### src/rtl/rpn_pkg.sv
// Shared types and instruction-word layout for the RPN calculator controller.
package rpn_pkg;

  localparam int OPC_W   = 4;
  localparam int IMM_LSB = 0;  // imm occupies [DATA_W-1:0], opcode sits directly above it

  typedef enum logic [3:0] {
    OPC_NOP    = 4'h0,
    OPC_PUSH   = 4'h1,
    OPC_PUSHSW = 4'h2,
    OPC_POP    = 4'h3,
    OPC_DUP    = 4'h4,
    OPC_SWAP   = 4'h5,
    OPC_ADD    = 4'h6,
    OPC_SUB    = 4'h7,
    OPC_AND    = 4'h8,
    OPC_OR     = 4'h9,
    OPC_XOR    = 4'hA,
    OPC_ILL_B  = 4'hB,
    OPC_ILL_C  = 4'hC,
    OPC_ILL_D  = 4'hD,
    OPC_JMP    = 4'hE,
    OPC_HALT   = 4'hF
  } opcode_t;

  typedef enum logic [2:0] {
    STK_NONE = 3'd0,
    STK_PUSH = 3'd1,
    STK_POP  = 3'd2,
    STK_DUP  = 3'd3,
    STK_SWAP = 3'd4,
    STK_BIN  = 3'd5
  } stk_op_t;

  typedef enum logic [2:0] {
    ALU_ADD = 3'd0,
    ALU_SUB = 3'd1,
    ALU_AND = 3'd2,
    ALU_OR  = 3'd3,
    ALU_XOR = 3'd4
  } alu_op_t;

  typedef enum logic [2:0] {
    ST_IDLE  = 3'd0,
    ST_FETCH = 3'd1,
    ST_WAIT  = 3'd2,
    ST_EXEC  = 3'd3,
    ST_HALT  = 3'd4,
    ST_ERR   = 3'd5
  } state_t;

endpackage

### src/rtl/rpn_decode.sv
// Combinational decode of one opcode against the current stack depth.
module rpn_decode #(
  parameter int DEPTH = 8,
  parameter int DEP_W = 4
) (
  input  logic [3:0]       opcode,
  input  logic [DEP_W-1:0] depth,
  output logic [2:0]       stk_op,
  output logic [2:0]       alu_op,
  output logic signed [1:0] depth_delta,
  output logic             is_jmp,
  output logic             is_halt,
  output logic             fault
);
  import rpn_pkg::*;

  localparam logic [DEP_W-1:0] FULL = DEP_W'(DEPTH);
  localparam logic [DEP_W-1:0] TWO  = DEP_W'(2);

  logic not_empty, not_full, has_two;

  assign not_empty = (depth != '0);
  assign not_full  = (depth < FULL);
  assign has_two   = (depth >= TWO);

  always_comb begin
    stk_op      = STK_NONE;
    alu_op      = ALU_ADD;
    depth_delta = 2'sb00;
    is_jmp      = 1'b0;
    is_halt     = 1'b0;
    fault       = 1'b0;
    case (opcode)
      OPC_NOP: ;
      OPC_PUSH, OPC_PUSHSW: begin
        if (not_full) begin stk_op = STK_PUSH; depth_delta = 2'sb01; end
        else fault = 1'b1;
      end
      OPC_POP: begin
        if (not_empty) begin stk_op = STK_POP; depth_delta = 2'sb11; end
        else fault = 1'b1;
      end
      OPC_DUP: begin
        if (not_empty && not_full) begin stk_op = STK_DUP; depth_delta = 2'sb01; end
        else fault = 1'b1;
      end
      OPC_SWAP: begin
        if (has_two) stk_op = STK_SWAP;
        else fault = 1'b1;
      end
      OPC_ADD, OPC_SUB, OPC_AND, OPC_OR, OPC_XOR: begin
        if (has_two) begin
          stk_op      = STK_BIN;
          depth_delta = 2'sb11;
          case (opcode)
            OPC_SUB: alu_op = ALU_SUB;
            OPC_AND: alu_op = ALU_AND;
            OPC_OR:  alu_op = ALU_OR;
            OPC_XOR: alu_op = ALU_XOR;
            default: alu_op = ALU_ADD;
          endcase
        end else fault = 1'b1;
      end
      OPC_JMP:  is_jmp  = 1'b1;
      OPC_HALT: is_halt = 1'b1;
      default:  fault   = 1'b1;
    endcase
  end

endmodule

### src/rtl/rpn_ctrl.sv
// RPN calculator sequencer: FETCH/WAIT/EXEC per instruction, one stack command per EXEC.
module rpn_ctrl #(
  parameter int DATA_W = 8,
  parameter int PC_W   = 8,
  parameter int DEPTH  = 8
) (
  input  logic                         CLOCK_50,
  input  logic                         rst_n,
  input  logic                         step,
  input  logic                         run,
  input  logic [DATA_W-1:0]            sw_data,
  output logic [PC_W-1:0]              mem_addr,
  output logic                         mem_rd,
  input  logic [DATA_W+3:0]            mem_q,
  output logic [2:0]                   stk_op,
  output logic [DATA_W-1:0]            stk_wdata,
  output logic [2:0]                   alu_op,
  output logic [PC_W-1:0]              pc,
  output logic [$clog2(DEPTH+1)-1:0]   depth,
  output logic                         busy,
  output logic                         halted,
  output logic                         error
);
  import rpn_pkg::*;

  localparam int DEP_W = $clog2(DEPTH+1);
  localparam int IW    = OPC_W + DATA_W;

  state_t             state_q, state_d;
  logic [PC_W-1:0]    pc_q, pc_d;
  logic [DEP_W-1:0]   depth_q, depth_d;
  logic [IW-1:0]      instr_q, instr_d;
  logic               halted_q, halted_d, error_q, error_d;

  logic [OPC_W-1:0]   opcode;
  logic [DATA_W-1:0]  imm;
  logic [2:0]         dec_stk_op, dec_alu_op;
  logic signed [1:0]  dec_delta;
  logic               dec_jmp, dec_halt, dec_fault, exec_ok;

  assign opcode = instr_q[DATA_W +: OPC_W];
  assign imm    = instr_q[IMM_LSB +: DATA_W];

  rpn_decode #(.DEPTH(DEPTH), .DEP_W(DEP_W)) u_decode (
    .opcode      (opcode),
    .depth       (depth_q),
    .stk_op      (dec_stk_op),
    .alu_op      (dec_alu_op),
    .depth_delta (dec_delta),
    .is_jmp      (dec_jmp),
    .is_halt     (dec_halt),
    .fault       (dec_fault)
  );

  always_comb begin
    state_d  = state_q;
    pc_d     = pc_q;
    depth_d  = depth_q;
    instr_d  = instr_q;
    halted_d = halted_q;
    error_d  = error_q;
    case (state_q)
      ST_IDLE:  if (step || run) state_d = ST_FETCH;
      ST_FETCH: state_d = ST_WAIT;
      ST_WAIT: begin
        instr_d = mem_q;
        state_d = ST_EXEC;
      end
      ST_EXEC: begin
        // a faulting instruction leaves pc pointing at itself for post-mortem
        if (dec_fault) begin
          state_d = ST_ERR;
          error_d = 1'b1;
        end else if (dec_halt) begin
          state_d  = ST_HALT;
          halted_d = 1'b1;
        end else begin
          state_d = ST_IDLE;
          pc_d    = dec_jmp ? PC_W'(imm) : pc_q + PC_W'(1);
          if (dec_delta == 2'sb01)      depth_d = depth_q + DEP_W'(1);
          else if (dec_delta == 2'sb11) depth_d = depth_q - DEP_W'(1);
        end
      end
      ST_HALT, ST_ERR: ;
      default: state_d = ST_IDLE;
    endcase
  end

  always_ff @(posedge CLOCK_50 or negedge rst_n) begin
    if (!rst_n) begin
      state_q  <= ST_IDLE;
      pc_q     <= '0;
      depth_q  <= '0;
      instr_q  <= '0;
      halted_q <= 1'b0;
      error_q  <= 1'b0;
    end else begin
      state_q  <= state_d;
      pc_q     <= pc_d;
      depth_q  <= depth_d;
      instr_q  <= instr_d;
      halted_q <= halted_d;
      error_q  <= error_d;
    end
  end

  // Commands are decoded from state, so a reset mid-instruction drops them immediately.
  assign exec_ok   = (state_q == ST_EXEC) && !dec_fault;
  assign mem_rd    = (state_q == ST_FETCH);
  assign mem_addr  = pc_q;
  assign stk_op    = exec_ok ? dec_stk_op : STK_NONE;
  assign alu_op    = (exec_ok && dec_stk_op == STK_BIN) ? dec_alu_op : ALU_ADD;
  assign stk_wdata = (exec_ok && dec_stk_op == STK_PUSH) ?
                     ((opcode == OPC_PUSHSW) ? sw_data : imm) : '0;
  assign busy      = (state_q == ST_FETCH) || (state_q == ST_WAIT) || (state_q == ST_EXEC);
  assign pc        = pc_q;
  assign depth     = depth_q;
  assign halted    = halted_q;
  assign error     = error_q;

endmodule

### config.mk
export PLATFORM = sky130hd
export DESIGN_NAME = rpn_ctrl
export DESIGN_NICKNAME = d
export VERILOG_FILES = /design/src/rtl/rpn_pkg.sv /design/src/rtl/rpn_decode.sv /design/src/rtl/rpn_ctrl.sv
export SDC_FILE = /design/constraint.sdc
export NUM_CORES = 1
export LEC_CHECK = 0
export CAP_MARGIN = 25
export CORE_MARGIN = 4
export CORE_UTILIZATION = 30
export DETAILED_ROUTE_END_ITERATION = 8
export HOLD_SLACK_MARGIN = 0.03
export SLEW_MARGIN = 20
export SYNTH_ARGS = -nofsm -noshare
export SYNTH_HDL_FRONTEND = slang
export SYNTH_SLANG_ARGS = --single-unit
### constraint.sdc
create_clock -name CLOCK_50 -period 7.38 [get_ports CLOCK_50]
set_input_delay 1.107 -clock CLOCK_50 [delete_from_list [all_inputs] [get_ports CLOCK_50]]
set_output_delay 1.107 -clock CLOCK_50 [all_outputs]
set_load 0.03 [all_outputs]
==> results of run 1 <==
-- placed cells by master, fill, tap and decap left out, types with 2 or more instances in the layout --
cell type         n
inv_1             3
xor2_1            2
a211o_1           2
a31oi_1           6
a21oi_1           4
a2111oi_0         2
nor3_2            2
dfrtp_1          29
mux2_1            2
nor3_1           11
a2bb2oi_1         7
nor2b_1           4
mux2_2           12
a22oi_1           2
o32ai_1           2
nand3_1          16
a21o_1            3
and2_1            3
a211oi_1          2
ha_1              3
clkdlybuf4s50_1  61
nand2b_1          5
nor2_1           12
clkbuf_8          5
or3_1             3
o22ai_1           4
o21a_1            2
o21ai_0           7
nor4_1            8
clkinv_2          2
o21bai_1          2
mux2i_1           8
nand2_1          16
and3_1            6
-- cells by family after synthesis --
family,count (synthesis)
XOR/XNOR,3
AND/OR/NAND/NOR,93
AO/OA/AOI/OAI,55
multiplexers,23
adder cells (fa/ha/maj),4
buffers and inverters,29
flip-flops,29
-- metal layers --
| layer | wire (µm) | part of all wire | vias up |
|---|---|---|---|
| met1 | 2940 | 0.49 | 968 |
| met4 | 40 | 0.0067 | 0 |
| met3 | 245 | 0.041 | 5 |
| met2 | 2790 | 0.46 | 48 |
| li1 | - | - | 963 |
| met5 | 0 | 0 | - |
-- power breakdown --
group / switching (mW) / internal [mW] / leakage (nW)
Combinational: 0.440 / 0.354 / 0.665
Sequential: 0.146 / 0.230 / 0.351
Clock: 0.0638 / 0.0650 / 0.0439
Total: 0.650 / 0.649 / 1.06
-- metrics by stage --
| stage | utilization | instances |
|---|---|---|
| 2_1_floorplan | - | 236 |
| 3_3_place_gp | 0.383 | 371 |
| 3_5_place_dp | 0.383 | 371 |
| 4_1_cts | 0.395 | 379 |
| 5_1_grt | 0.395 | 379 |
| 6_report | 0.395 | 379 |
-- area by class of cell --
type | instances | area (µm²)
fill | 739 | 4390
multi-input combinational | 178 | 1300
sequential | 29 | 726
timing repair buffer | 62 | 618
tap | 99 | 124
clock buffer | 5 | 68.8
clock inverter | 3 | 17.5
inverter | 3 | 11.3
-- flip-flops by register name (all words and copies together), names as in the netlist --
| name | count |
|---|---|
| state_q | 3 |
| mem_addr | 8 |
| error | 1 |
| instr_q | 12 |
| depth | 4 |
| halted | 1 |
-- final timing paths --
path	start	end	slack [ns]	cells after the start
max	depth[3]	alu_op[2]	2.83	6
min	error	error	0.48	1
max reg2reg	depth[3]	depth[3]	4.13	11
min reg2reg	error	error	0.48	1
max in group asynchronous	rst_n	instr_q[8]	5.88	2
min in group asynchronous	rst_n	mem_addr[4]	1.21	2
==> flow_summary.json, run 1 <==
{
  "diodes": 0,
  "cp.required_ns": 6.27,
  "grtUsageTotal": 0.139,
  "die-height_um": 94.2,
  "drive_gt1_frac": 0.111,
  "synth_area_mm2": 0.00223,
  "critPathBufInv": 1,
  "layout_setup_ws_ns": 2.83,
  "grt_use_met3": 0.0240,
  "synth.ff_latch_count": 29,
  "hold_violations": 0,
  "holdBufCountCts": 0,
  "use_met1": 0.209,
  "leakage_nw": 1.06,
  "grt_pass1_vias": 1903,
  "antenna_found_initial": 0,
  "yosys_warnings": 0,
  "cp_cell_sequence": "or4_4 > nand3_1 > o31a_1 > nand3_1 > nor4_1 > clkdlybuf4s50_1",
  "grt_pass1_wl_um": 9840,
  "ant_nets": 0,
  "synth_compound_area_frac": 0.204,
  "ioPinCount": 62,
  "vias": 1984,
  "drt-wirelength-per-cell_um": 15.9,
  "cts-root-buf": "clkbuf_8",
  "synth-seq-area-share": 0.326,
  "die_area_mm2": 0.00887,
  "synth_flop_cell": "dfrtp_1",
  "relSlewSlack": 0.331,
  "crit_top_cell": "nand3_1",
  "grt.busiest_layer": "met1",
  "synth_edf_count": 0,
  "max-vdd-ir-drop_mv": 0.269,
  "synth_top_family_by_area": "simple AND/OR/NAND/NOR gates",
  "syn2layout_area_growth_pct": 28.6,
  "worst_slew_pin_slew_ns": 1.00,
  "coreArea_mm2": 0.00725,
  "worstSetupStartpointType": "flip-flop",
  "fin_tns_setup_ns": 0,
  "yosysMostFrequentCell": "dfrtp_1",
  "numCtsBuffers": 5,
  "critPathMaxStageDelay_ns": 0.77,
  "power_density_mw_per_mm2": 454,
  "ctsResizeCount": 0,
  "rsz0062_at_grt": "no",
  "yosys-top-cells-count": "dfrtp_1 (29), nand2_1 (16), nand3_1 (16)",
  "pre_cts_slack_ns": 3.20,
  "avgSynthCellArea_um2": 9.44,
  "synthMuxAreaShare": 0.113,
  "tritoncts": "built",
  "async_flop_share": 1.00,
  "synth-xor-area-share": 0.0118,
  "fin_skew_ns": 0.00368,
  "path_class": "reg -> out",
  "cts.sink_count": 29,
  "place.gp.congestion": 0.803,
  "setup-violations-final": 0,
  "cts_buffer_depth": 2,
  "clk_latency_ns": 0.28,
  "gr-total-overflow": 0,
  "synthCells": 236,
  "cts_setup_buffers": 0,
  "start_util": 0.307,
  "htree_num_levels": 2,
  "slew_violations": 0,
  "arrival_ns": 3.44,
  "place_area_mm2": 0.00278,
  "cp-end-kind": "output port",
  "synthAdderAreaFrac": 0.0258,
  "drc": 0,
  "outcome": "finished clean",
  "synth_area_leaders": "dfrtp_1 (33%), mux2_2 (6.1%), buf_4 (3.7%)",
  "die_w_um": 94.2,
  "cp_max_fo": 15,
  "grt_max_degree": 30,
  "num_rows": 31,
  "min_path_type": "reg -> reg",
  "stdcell_area_mm2": 0.00286,
  "yosysTopAreaCellShare": 0.326,
  "yosysTopAreaCell": "dfrtp_1",
  "hold_slack_ns": 0.483,
  "drtIter0Drc": 142,
  "clk_pin_slew_ns": 0.07,
  "p_total_mw": 1.30,
  "final.min_clock_period_ns": 4.55,
  "synth_nets": 264,
  "clock.fmax_mhz": 220,
  "max_cap_viol_count": 0,
  "dpl.hpwl_um": 4450,
  "fin_crit_sh": 0.617,
  "dr.pass1.iters": 4,
  "grt_util_met2": 0.206,
  "finalNetCount": 307,
  "synth-simple-area-share": 0.228,
  "portBuffers": 61,
  "cp_top_family": "simple AND/OR/NAND/NOR gates",
  "slowest_stage": "clkdlybuf4s50_1",
  "synthDistinctLibCells": 57,
  "routed_via_density": 5.23,
  "routed_wl_um": 6010
}
Power figures use the tool's default switching activity.
==> run 2, diff against run 1 <==
==> constraint.sdc (replaced) <==
create_clock -name CLOCK_50 -period 4.7 [get_ports CLOCK_50]
set_input_delay 0.705 -clock CLOCK_50 [delete_from_list [all_inputs] [get_ports CLOCK_50]]
set_output_delay 0.705 -clock CLOCK_50 [all_outputs]
set_load 0.03 [all_outputs]
==> run 2 against run 1 <==
  * Cell count stayed put
  * Critical path type unchanged
  * Final area did not move
  * Setup slack worse by 2.2 ns
  * Combinational power grew 56%
  * Clock power is 60% higher
  * Critical path depth unchanged
  * Highest routed layer unchanged
==> flow_summary.json, run 2 (synthesis gave the netlist of run 1 again) <==
{
  "portBuffers": 61,
  "grt.busiest_layer": "met1",
  "die_area_mm2": 0.00887,
  "path_class": "reg -> out",
  "place.gp.congestion": 0.803,
  "crit_top_cell": "nand3_1",
  "critPathMaxStageDelay_ns": 0.76,
  "holdBufCountCts": 0,
  "ctsResizeCount": 0,
  "cts_buffer_depth": 2,
  "numCtsBuffers": 5,
  "stdcell_area_mm2": 0.00286,
  "clock.fmax_mhz": 243,
  "num_rows": 31,
  "final.min_clock_period_ns": 4.11,
  "ioPinCount": 62,
  "dpl.hpwl_um": 4410,
  "cp_top_family": "simple AND/OR/NAND/NOR gates",
  "relSlewSlack": 0.348,
  "power_density_mw_per_mm2": 712,
  "rr_endpoint": "depth[3]",
  "regMostFlops": "instr_q",
  "min_path_type": "reg -> reg",
  "start_util": 0.307,
  "tritoncts": "built",
  "grt_use_met3": 0.0288,
  "fin_skew_ns": 0.00293,
  "grtUsageTotal": 0.136,
  "leakage_nw": 1.06,
  "htree_num_levels": 2,
  "grt_pass1_wl_um": 9620,
  "critPathBufInv": 1,
  "cts_setup_buffers": 0,
  "slew_violations": 0,
  "worstSetupStartpointType": "flip-flop",
  "diodes": 0,
  "worst_slew_pin_slew_ns": 0.975,
  "max-vdd-ir-drop_mv": 0.355,
  "worstSetupStartpoint": "depth[3]",
  "clk_pin_slew_ns": 0.07,
  "rsz0062_at_grt": "no",
  "clk_latency_ns": 0.29,
  "coreArea_mm2": 0.00725,
  "syn2layout_area_growth_pct": 28.6,
  "crit-reg2reg-launch": "depth[3]",
  "arrival_ns": 3.41,
  "drt-wirelength-per-cell_um": 15.7,
  "fin_tns_setup_ns": 0,
  "die-height_um": 94.2,
  "dr.pass1.iters": 4,
  "grt_pass1_vias": 1854,
  "cp.required_ns": 3.99,
  "drtIter0Drc": 159,
  "largest_reg_flops": 12,
  "routed_wl_um": 5950,
  "grt_util_met2": 0.199,
  "antenna_found_initial": 0,
  "cp-end-kind": "output port",
  "cp_max_fo": 15,
  "place_area_mm2": 0.00278,
  "setup-violations-final": 0,
  "cts.sink_count": 29,
  "fin_crit_sh": 0.875,
  "grt_max_degree": 30,
  "vias": 2001,
  "drive_gt1_frac": 0.111,
  "gr-total-overflow": 0,
  "drc": 0,
  "finalNetCount": 307,
  "slowest_stage": "clkdlybuf4s50_1",
  "worst-path-stages": 6,
  "routed_via_density": 5.28,
  "cp_cell_sequence": "or4_4 > nand3_1 > o31a_1 > nand3_1 > nor4_1 > clkdlybuf4s50_1",
  "outcome": "finished clean",
  "reg2reg_setup_slack_ns": 1.49,
  "max_cap_viol_count": 0,
  "hold_violations": 0,
  "worstRegToRegCells": 11,
  "use_met1": 0.202,
  "crit_path_end": "alu_op[1]",
  "mostFrequentLayoutCells": "clkdlybuf4s50_1 (61), dfrtp_1 (29), nand2_1 (16), nand3_1 (16)",
  "die_w_um": 94.2,
  "ant_nets": 0,
  "cts-root-buf": "clkbuf_8",
  "final_common_cell": "clkdlybuf4s50_1"
}
[run 2: final cells by class]
| cell class | instances | area, µm² |
|---|---|---|
| inverter | 3 | 11.3 |
| timing repair buffer | 62 | 618 |
| tap | 99 | 124 |
| multi-input combinational | 178 | 1300 |
| clock buffer | 5 | 68.8 |
| sequential | 29 | 726 |
| fill | 753 | 4390 |
| clock inverter | 3 | 17.5 |
[run 2: stage by stage]
step	power, mW	hold slack [ns]	setup WS (ns)	util	instances
after floorplan	1.58	0.409	1.27	-	236
after global placement	1.82	0.463	0.988	0.383	371
after detailed placement	1.83	0.461	0.975	0.383	371
after CTS	2.05	0.487	0.608	0.395	379
after global routing	2.20	0.535	0.383	0.395	379
final	2.04	0.489	0.587	0.395	379
[run 2: worst register-to-register path, stage by stage, from the launching register on]
cell,delay (ns)
dfrtp_1,0.54
or4_4,0.61
nand3_1,0.12
o31a_1,0.27
nand2_1,0.08
nand2_1,0.14
ha_1,0.25
a21o_1,0.17
a21o_1,0.21
and4_1,0.21
o21a_1,0.17
a221o_1,0.31
[run 2: worst min path at each step]
stage | start | endpoint | slack, ns | cells after the start
after floorplan | rst_n | depth[0] | 0.41 | 0
after global placement | error | error | 0.46 | 1
after detailed placement | error | error | 0.46 | 1
after CTS | error | error | 0.49 | 1
after global routing | error | error | 0.54 | 1
final | error | error | 0.49 | 1
[run 2: power by group]
group,total [mW],internal [mW],switching [mW]
clock,0.207,0.102,0.105
sequential,0.588,0.362,0.226
combinational,1.24,0.556,0.688
[run 2: layer usage]
metal / wire length [µm] / vias to the layer above / part of all wire
met2: 2700 / 81 / 0.45
met5: 0 / - / 0
li1: - / 967 / -
met4: 53 / 0 / 0.0089
met3: 338 / 5 / 0.057
met1: 2850 / 948 / 0.48
==> run 3, diff against run 2 <==
--- a/config.mk
+++ b/config.mk
@@ -7,9 +7,10 @@
 export LEC_CHECK = 0
 export CAP_MARGIN = 25
 export CORE_MARGIN = 4
-export CORE_UTILIZATION = 30
+export CORE_UTILIZATION = 49
 export DETAILED_ROUTE_END_ITERATION = 8
 export HOLD_SLACK_MARGIN = 0.03
+export PLACE_DENSITY = 0.82
 export SLEW_MARGIN = 20
 export SYNTH_ARGS = -nofsm -noshare
 export SYNTH_HDL_FRONTEND = slang
==> run 3 against run 2 <==
  * Critical path depth did not move
  * Combinational power barely moved
  * Maximum frequency rose by 2.7%
  * Final area fell by 1.9%
  * Clock power fell by 4%
  * Register-to-register slack improved by 0.02 ns
  * Hold slack got worse by 0.0083 ns
  * Flip-flop and latch count did not move
  * Clock-buffer cell count rose by 1
  * Cell count fell by 12%
  * Sequential power barely moved
  * Die area fell by 36%
  * Largest cell class unchanged
  * Highest routed layer unchanged
==> flow_summary.json, run 3 (synthesis gave the netlist of run 1 again) <==
{
  "htree_num_levels": 2,
  "cts_buffer_depth": 2,
  "portBuffers": 61,
  "drc": 0,
  "met3_length_um": 307,
  "cts-root-buf": "clkbuf_8",
  "wl_met2_um": 2760,
  "clk_pin_slew_ns": 0.06,
  "fin_tns_setup_ns": 0,
  "grtUsageTotal": 0.200,
  "start_util": 0.508,
  "syn2layout_area_growth_pct": 26.1,
  "drive_gt1_frac": 0.110,
  "place.gp.congestion": 0.891,
  "outcome": "finished clean",
  "worst-path-stages": 6,
  "hold_slack_ns": 0.481,
  "holdBufCountCts": 0,
  "numCtsBuffers": 5,
  "grt_max_degree": 30,
  "crit_top_cell": "nand3_1",
  "mostFrequentLayoutCells": "clkdlybuf4s50_1 (61), dfrtp_1 (29), nand2_1 (16), nand3_1 (16)",
  "cp_max_fo": 15,
  "final_core_util": 0.641,
  "worst_slew_pin_slew_ns": 0.761,
  "slowest_stage": "clkdlybuf4s50_1",
  "cp.required_ns": 3.99,
  "cts.sink_count": 29,
  "hold_violations": 0,
  "pre_cts_slack_ns": 1.07,
  "arrival_ns": 3.30,
  "ioPinCount": 62,
  "p_total_mw": 2.04,
  "die_area_mm2": 0.00569,
  "final_common_cell": "clkdlybuf4s50_1",
  "largest_reg_flops": 12,
  "slew_violations": 0,
  "ctsResizeCount": 0,
  "cp_cell_sequence": "or4_4 > nand3_1 > o31a_1 > nand3_1 > nor3_1 > clkdlybuf4s50_1",
  "hold_depth": 1,
  "grt_pass1_vias": 1815,
  "highest_layer": "met4",
  "final.min_clock_period_ns": 4.01,
  "gr-total-overflow": 0,
  "nFillCells": 368,
  "max_cap_viol_count": 0,
  "max-vdd-ir-drop_mv": 0.534,
  "min_path_type": "reg -> reg",
  "cp_top_family": "simple AND/OR/NAND/NOR gates",
  "regMostFlops": "instr_q",
  "leakage_nw": 1.07,
  "cp-end-kind": "output port",
  "coreArea_mm2": 0.00438,
  "cts_setup_buffers": 0,
  "die-height_um": 75.4,
  "antenna_found_initial": 0,
  "setup-violations-final": 0,
  "fin_skew_ns": 0.00477,
  "die_w_um": 75.4,
  "drt-wirelength-per-cell_um": 16.7,
  "routed_wl_um": 5560,
  "grt_pass1_wl_um": 8630,
  "tritoncts": "built",
  "finalNetCount": 308,
  "clk_latency_ns": 0.29,
  "met1Wirelength_um": 2390,
  "critPathBufInv": 1,
  "ant_nets": 0,
  "worstSetupStartpointType": "flip-flop",
  "critPathMaxStageDelay_ns": 0.72,
  "path_class": "reg -> out",
  "fin_crit_sh": 0.852,
  "power_density_mw_per_mm2": 725,
  "rsz0062_at_grt": "no",
  "diodes": 0,
  "drtIter0Drc": 161,
  "vias": 2046,
  "layout_setup_ws_ns": 0.695,
  "dr.pass1.iters": 4,
  "dpl.hpwl_um": 4050,
  "num_rows": 24,
  "clock.fmax_mhz": 250,
  "worstRegToRegCells": 11,
  "routed_via_density": 6.14,
  "relSlewSlack": 0.490
}
## run 3: path summary, 6_finish.rpt
kind	slack (ns)	end	from
worst max register to register	1.51	depth[3]	depth[3]
max in group asynchronous	3.61	instr_q[7]	rst_n
worst min register to register	0.48	error	error
worst min-delay path	0.48	error	error
min in group asynchronous	0.80	mem_addr[6]	rst_n
worst max-delay path	0.69	alu_op[0]	depth[3]
## run 3: power breakdown
group	switching, mW	internal [mW]
Combinational	0.690	0.561
Sequential	0.227	0.362
Clock	0.0956	0.102
## run 3: per-stage QoR
stage,cell area [µm²],instances
final,2810,333
after global routing,2810,333
after CTS,2800,332
after detailed placement,2720,324
after global placement,2720,324
after floorplan,2230,236
## run 3: final cells by class
cell class | count | area (µm²) | area share
sequential | 29 | 726 | 0.258
inverter | 3 | 11.3 | 0.00401
clock buffer | 6 | 72.6 | 0.0258
multi-input combinational | 178 | 1300 | 0.462
timing repair buffer | 63 | 626 | 0.223
tap | 52 | 65.1 | 0.0232
clock inverter | 2 | 10.0 | 0.00356
## run 3: layer usage
layer | vias up | GRT usage
met2 | 71 | 0.319
met4 | 0 | 0.0835
met3 | 10 | 0.0409
met5 | - | 0
li1 | 964 | -
met1 | 1001 | 0.263
